<file path="config.mk">
export PLATFORM = sky130hd
export DESIGN_NAME = relu_maxpool_2x2
export DESIGN_NICKNAME = d
export VERILOG_FILES = /design/src/rtl/relu_maxpool_2x2.sv
export SDC_FILE = /design/constraint.sdc
export NUM_CORES = 1
export LEC_CHECK = 0
export ABC_AREA = 1
export CORE_MARGIN = 2
export CORE_UTILIZATION = 55
export DETAILED_ROUTE_END_ITERATION = 8
export PLACE_DENSITY = 0.72
export SYNTH_ARGS = -nofsm -noshare
export SYNTH_HDL_FRONTEND = slang
export SYNTH_SLANG_ARGS = --single-unit
</file>
<file path="constraint.sdc">
create_clock -name CLK -period 11.93 [get_ports CLK]
set_input_delay 1.7895 -clock CLK [delete_from_list [all_inputs] [get_ports CLK]]
set_output_delay 1.7895 -clock CLK [all_outputs]
set_load 0.03 [all_outputs]
</file>
<file path="src/rtl/relu_maxpool_2x2.sv">
// Streaming ReLU + 2x2/stride-2 max-pool on a raster stream of signed pixels.
// One line of horizontal pair maxima is buffered on even rows and consumed on odd rows.
module relu_maxpool_2x2 #(
  parameter int DW    = 24,
  parameter int IMG_W = 64
) (
  input  logic          CLK,
  input  logic          RSTn,
  input  logic          DIN_VALID,
  input  logic [DW-1:0] DIN,
  input  logic          DIN_LAST_IN_LINE,
  input  logic          DIN_LAST_PIX,
  output logic [DW-1:0] OUT,
  output logic          VALID,
  output logic          LAST_IN_LINE,
  output logic          LAST_PIX
);

  localparam int CW   = $clog2(IMG_W);
  localparam int AW   = CW - 1;
  localparam int LB_D = 1 << AW;

  function automatic logic signed [DW-1:0] smax(input logic signed [DW-1:0] a,
                                                input logic signed [DW-1:0] b);
    return (a > b) ? a : b;
  endfunction

  logic [CW-1:0]          col_q, col_d;
  logic                   row_q, row_d;
  logic signed [DW-1:0]   hold_q, hold_d;
  logic [DW-1:0]          out_q, out_d;
  logic                   valid_q, valid_d;
  logic                   lil_q, lil_d;
  logic                   lp_q, lp_d;

  logic signed [DW-1:0]   lb_mem [0:LB_D-1];
  logic [AW-1:0]          lb_idx_s;
  logic                   lb_we_s;
  logic signed [DW-1:0]   lb_rd_s;
  logic signed [DW-1:0]   pair_s;
  logic signed [DW-1:0]   win_s;

  assign lb_idx_s = col_q[CW-1:1];
  assign lb_rd_s  = lb_mem[lb_idx_s];
  assign pair_s   = smax(hold_q, DIN);
  assign win_s    = smax(pair_s, lb_rd_s);

  // Next-state: position tracking, pairing, buffering and window completion.
  always_comb begin
    col_d   = col_q;
    row_d   = row_q;
    hold_d  = hold_q;
    out_d   = out_q;
    valid_d = 1'b0;
    lil_d   = 1'b0;
    lp_d    = 1'b0;
    lb_we_s = 1'b0;
    if (DIN_VALID) begin
      if (!col_q[0]) begin
        hold_d = DIN;
      end else if (!row_q) begin
        lb_we_s = 1'b1;
      end else begin
        out_d   = win_s[DW-1] ? {DW{1'b0}} : win_s;
        valid_d = 1'b1;
        lil_d   = DIN_LAST_IN_LINE;
        lp_d    = DIN_LAST_PIX;
      end
      // Markers resync position regardless of the nominal line length.
      if (DIN_LAST_PIX) begin
        col_d = {CW{1'b0}};
        row_d = 1'b0;
      end else if (DIN_LAST_IN_LINE) begin
        col_d = {CW{1'b0}};
        row_d = ~row_q;
      end else if (col_q == CW'(IMG_W - 1)) begin
        col_d = {CW{1'b0}};
      end else begin
        col_d = col_q + {{(CW-1){1'b0}}, 1'b1};
      end
    end else begin
      col_d = col_q;
    end
  end

  // State and registered outputs.
  always_ff @(posedge CLK or negedge RSTn) begin
    if (!RSTn) begin
      col_q   <= {CW{1'b0}};
      row_q   <= 1'b0;
      hold_q  <= {DW{1'b0}};
      out_q   <= {DW{1'b0}};
      valid_q <= 1'b0;
      lil_q   <= 1'b0;
      lp_q    <= 1'b0;
    end else begin
      col_q   <= col_d;
      row_q   <= row_d;
      hold_q  <= hold_d;
      out_q   <= out_d;
      valid_q <= valid_d;
      lil_q   <= lil_d;
      lp_q    <= lp_d;
    end
  end

  // Line buffer write; contents need no reset since even rows always fill before odd rows read.
  always_ff @(posedge CLK) begin
    if (lb_we_s) begin
      lb_mem[lb_idx_s] <= pair_s;
    end
  end

  assign OUT          = out_q;
  assign VALID        = valid_q;
  assign LAST_IN_LINE = lil_q;
  assign LAST_PIX     = lp_q;

endmodule
</file>
==> impl_results.md <==
- CTS max path bufs: 3
- Synthesized area: 32,700 um2
- Antenna Violating Nets Remaining: 0
- Flops & latches, synth: 825
- CTS tree: yes
- Final Max Slew Viols: 0
- Fmax: 0.115 GHz
- Die footprint: 61,400 um2
- Tmin final: 8730 ps
- Vias in the first global route: 19,697
- Number of buffers created by CTS: 79
- Area growth, synth to finish: 12.2%
- Non-filler cells, final: 3,172
- CP Class: in -> reg
- Initial antenna violation count: 0
- Cts repair resizes: 0
- Per-cell routed wire length: 27.8 um
- Clock-pin transition on the worst setup and hold timing paths: 60 ps
- PortBufs: 54
- Layout net count: 2,420
- Synth Net Count: 2,359
- Antenna diodes: 0
- Hold Path End: OUT[12]
- Status: finished, final reports clean
- Largest net degree at the start of global routing: 186
- Post-Syn Instances: 2,281
- Layout cells sized above 1: 0.0817
- Crit path DAT: 9230 ps
- Clock skew: 22.7 ps
- DRT Pass-1 Iters: 8
- Synth area leader: edfxtp_1
- WL final: 88,200 um
- Dpl cells: 3,034
- Setup TNS: 0 ps
- CTS Sinks: 825
- Ranking of synthesized cells by area: edfxtp_1 (71%), a22oi_1 (8.5%), dfrtp_1 (4.4%), nand2_1 (3.2%), a21oi_1 (3.0%)
- Hold-critical path depth: 2
- RSZ-0062 raised after global routing: false
- Count of final hold-check violations: 0
- Total GRT Usage: 0.289
- Layout filler cell count: 4,178
- Worst hold path class: reg -> reg
- Worst R2R Setup Slack: 4450 ps
- # setup viols final: 0
- Gp weighted congestion: 0.866
- Synth cell types: 34
- Ys Warns: 0
- Cells on worst reg2reg path: 23
- Initial Utilization: 0.555
- Worst slew margin: 0.0887
- Global-route wire length before repair: 128,000 um
- Max VDD drop: 0.000217 V
- Total gr overflow: 0
- Final Instance Area: 36,700 um2
- P_leak: 0.0124 uW
- Tightest Pin Transition: 1370 ps
- Detailed Place HPWL: 45,900 um
- R2r startpoint: col_q[2]
- Die height: 248 um
- Drt via density: 6.50
- Syn avg cell area: 14.3 um2
- Final worst-path cycle share: 0.732
- Core area: 58,900 um2
- Post-CTS Setup Bufs: 0
- Cell Pwr Density: 225 nW/um2
- Clock root cell: clkbuf_16
- Worst-path maximum fanout: 33
- Reg-to-Reg End: OUT[17]
- Worst hold start: OUT[12]
- Register area share after synthesis: 0.749
- DRC viols: 0
- Vias: 20,611
- Post-Place Cell Area: 34,200 um2
- CP startpoint kind: primary input
- Row count: 89
- Clk_lat worst skew: 620 ps
- Drt initial violations: 2,751
- Crit path launch: DIN[23]
- Maxcap violations: 0
- Power, Total: 8260 uW
- Number of I/O pins: 56
- Horiz. Die Dim: 248 um
- Required @ worst endpoint: 12,430 ps
- Number of hold buffers added after cts: 0
- Final core utilization: 0.622
- Share of the synthesized area in the top cell type: 0.706
- Critical path endpoint category: flop
- H-Tree Depth: 3
==> Yosys cell counts (all sizes together) <==
library cell  count
nor4              1
a2111oi           1
ha               49
a21boi            2
and2             24
clkbuf           44
a311oi            1
nand2           279
nor3             48
clkinv            9
o22ai             8
conb              1
a21o              3
o31ai             8
buf              78
nand3b           22
o21a              1
nor2             91
o21bai            1
or2              66
nand3            32
o21ai            27
dfrtp            57
inv              88
edfxtp          768
a22oi           368
a21oi           193
nand4            11
==> stage by stage <==
| step | setup WS (ps) | hold WS, ps |
|---|---|---|
| finish | 3200 | 479 |
| global route | 2510 | 506 |
| CTS | 3460 | 483 |
| detailed placement | 2840 | 466 |
| global placement | 3080 | 464 |
| floorplan | 6570 | 453 |
==> how the worst max path moves through the flow <==
stage | to | slack, ps | depth (start not counted)
after floorplan | OUT[14] | 6570 | 26
after global placement | OUT[7] | 3080 | 25
after detailed placement | OUT[3] | 2840 | 28
after CTS | OUT[17] | 3460 | 28
after global routing | OUT[17] | 2510 | 28
final | OUT[17] | 3200 | 28
==> routing by layer <==
metal	up-vias	global-route usage	routed length, um
li1	8805	-	-
met1	10289	0.402	33000
met2	1278	0.456	42000
met3	239	0.0541	9580
met4	0	0.113	3590
met5	-	0	0
==> cells in the final DEF, fill, tap and decap left out, types with 8 or more instances in the layout <==
cell / n
a21oi_1: 193
a22oi_1: 368
and2_1: 24
buf_4: 47
clkbuf_1: 20
clkbuf_16: 81
clkdlybuf4s50_1: 53
clkinv_1: 20
clkinv_2: 12
dfrtp_1: 57
edfxtp_1: 768
ha_1: 49
inv_1: 84
nand2_1: 278
nand3_1: 32
nand3b_1: 22
nand4_1: 11
nor2_1: 56
nor2_2: 8
nor2_4: 27
nor3_1: 48
o21ai_0: 27
o22ai_1: 8
o31ai_1: 8
or2_0: 25
or2_1: 41
==> final cells by class <==
cell class,instances,area (um2),area share
clock buffers,103,2130,0.0581
clock inverters,35,309,0.00843
inverters,97,374,0.0102
multi-input cells,1237,7480,0.204
flip-flops and latches,825,24500,0.668
well taps,773,967,0.0264
repair buffers,102,908,0.0248
==> flip-flops by register name, summed over array words and instances, names as in the netlist <==
name / count
lb_mem: 768
hold_q: 24
OUT: 23
col_q: 6
LAST_IN_LINE: 1
LAST_PIX: 1
VALID: 1
row_q: 1
==> logic make-up after synthesis <==
logic type	after synthesis	share of synthesized area
DFF	825	0.749
AOI/OAI and AO/OA	613	0.124
and+or+nand+nor	574	0.0796
buffers and inverters	219	0.0283
adders and majority gates	49	0.0188
other	1	0.000115
==> power by group <==
group	switching [uW]	internal, uW
registers	58.6	3900
clock network	1040	1370
logic	1440	461
==> critical path, stage by stage <==
cell and delay (ps):
clkdlybuf4s50_1 460, inv_1 60, ha_1 360, nand4_1 130
inv_1 50, nand2_1 90, inv_1 60, nand2_1 630
nand3_1 890, nand2_1 360, and2_1 930, ha_1 400
nand2_1 90, inv_1 50, nand2_1 60, nand2_1 60
nand2_1 70, nand2_1 150, nand2_1 120, nand3_1 70
nand2_1 60, nand3_1 670, inv_1 930, nand3_1 150
nand2_1 110, inv_2 180, nand2_1 140, nand2_1 70
(Power assumes the default switching activity.)
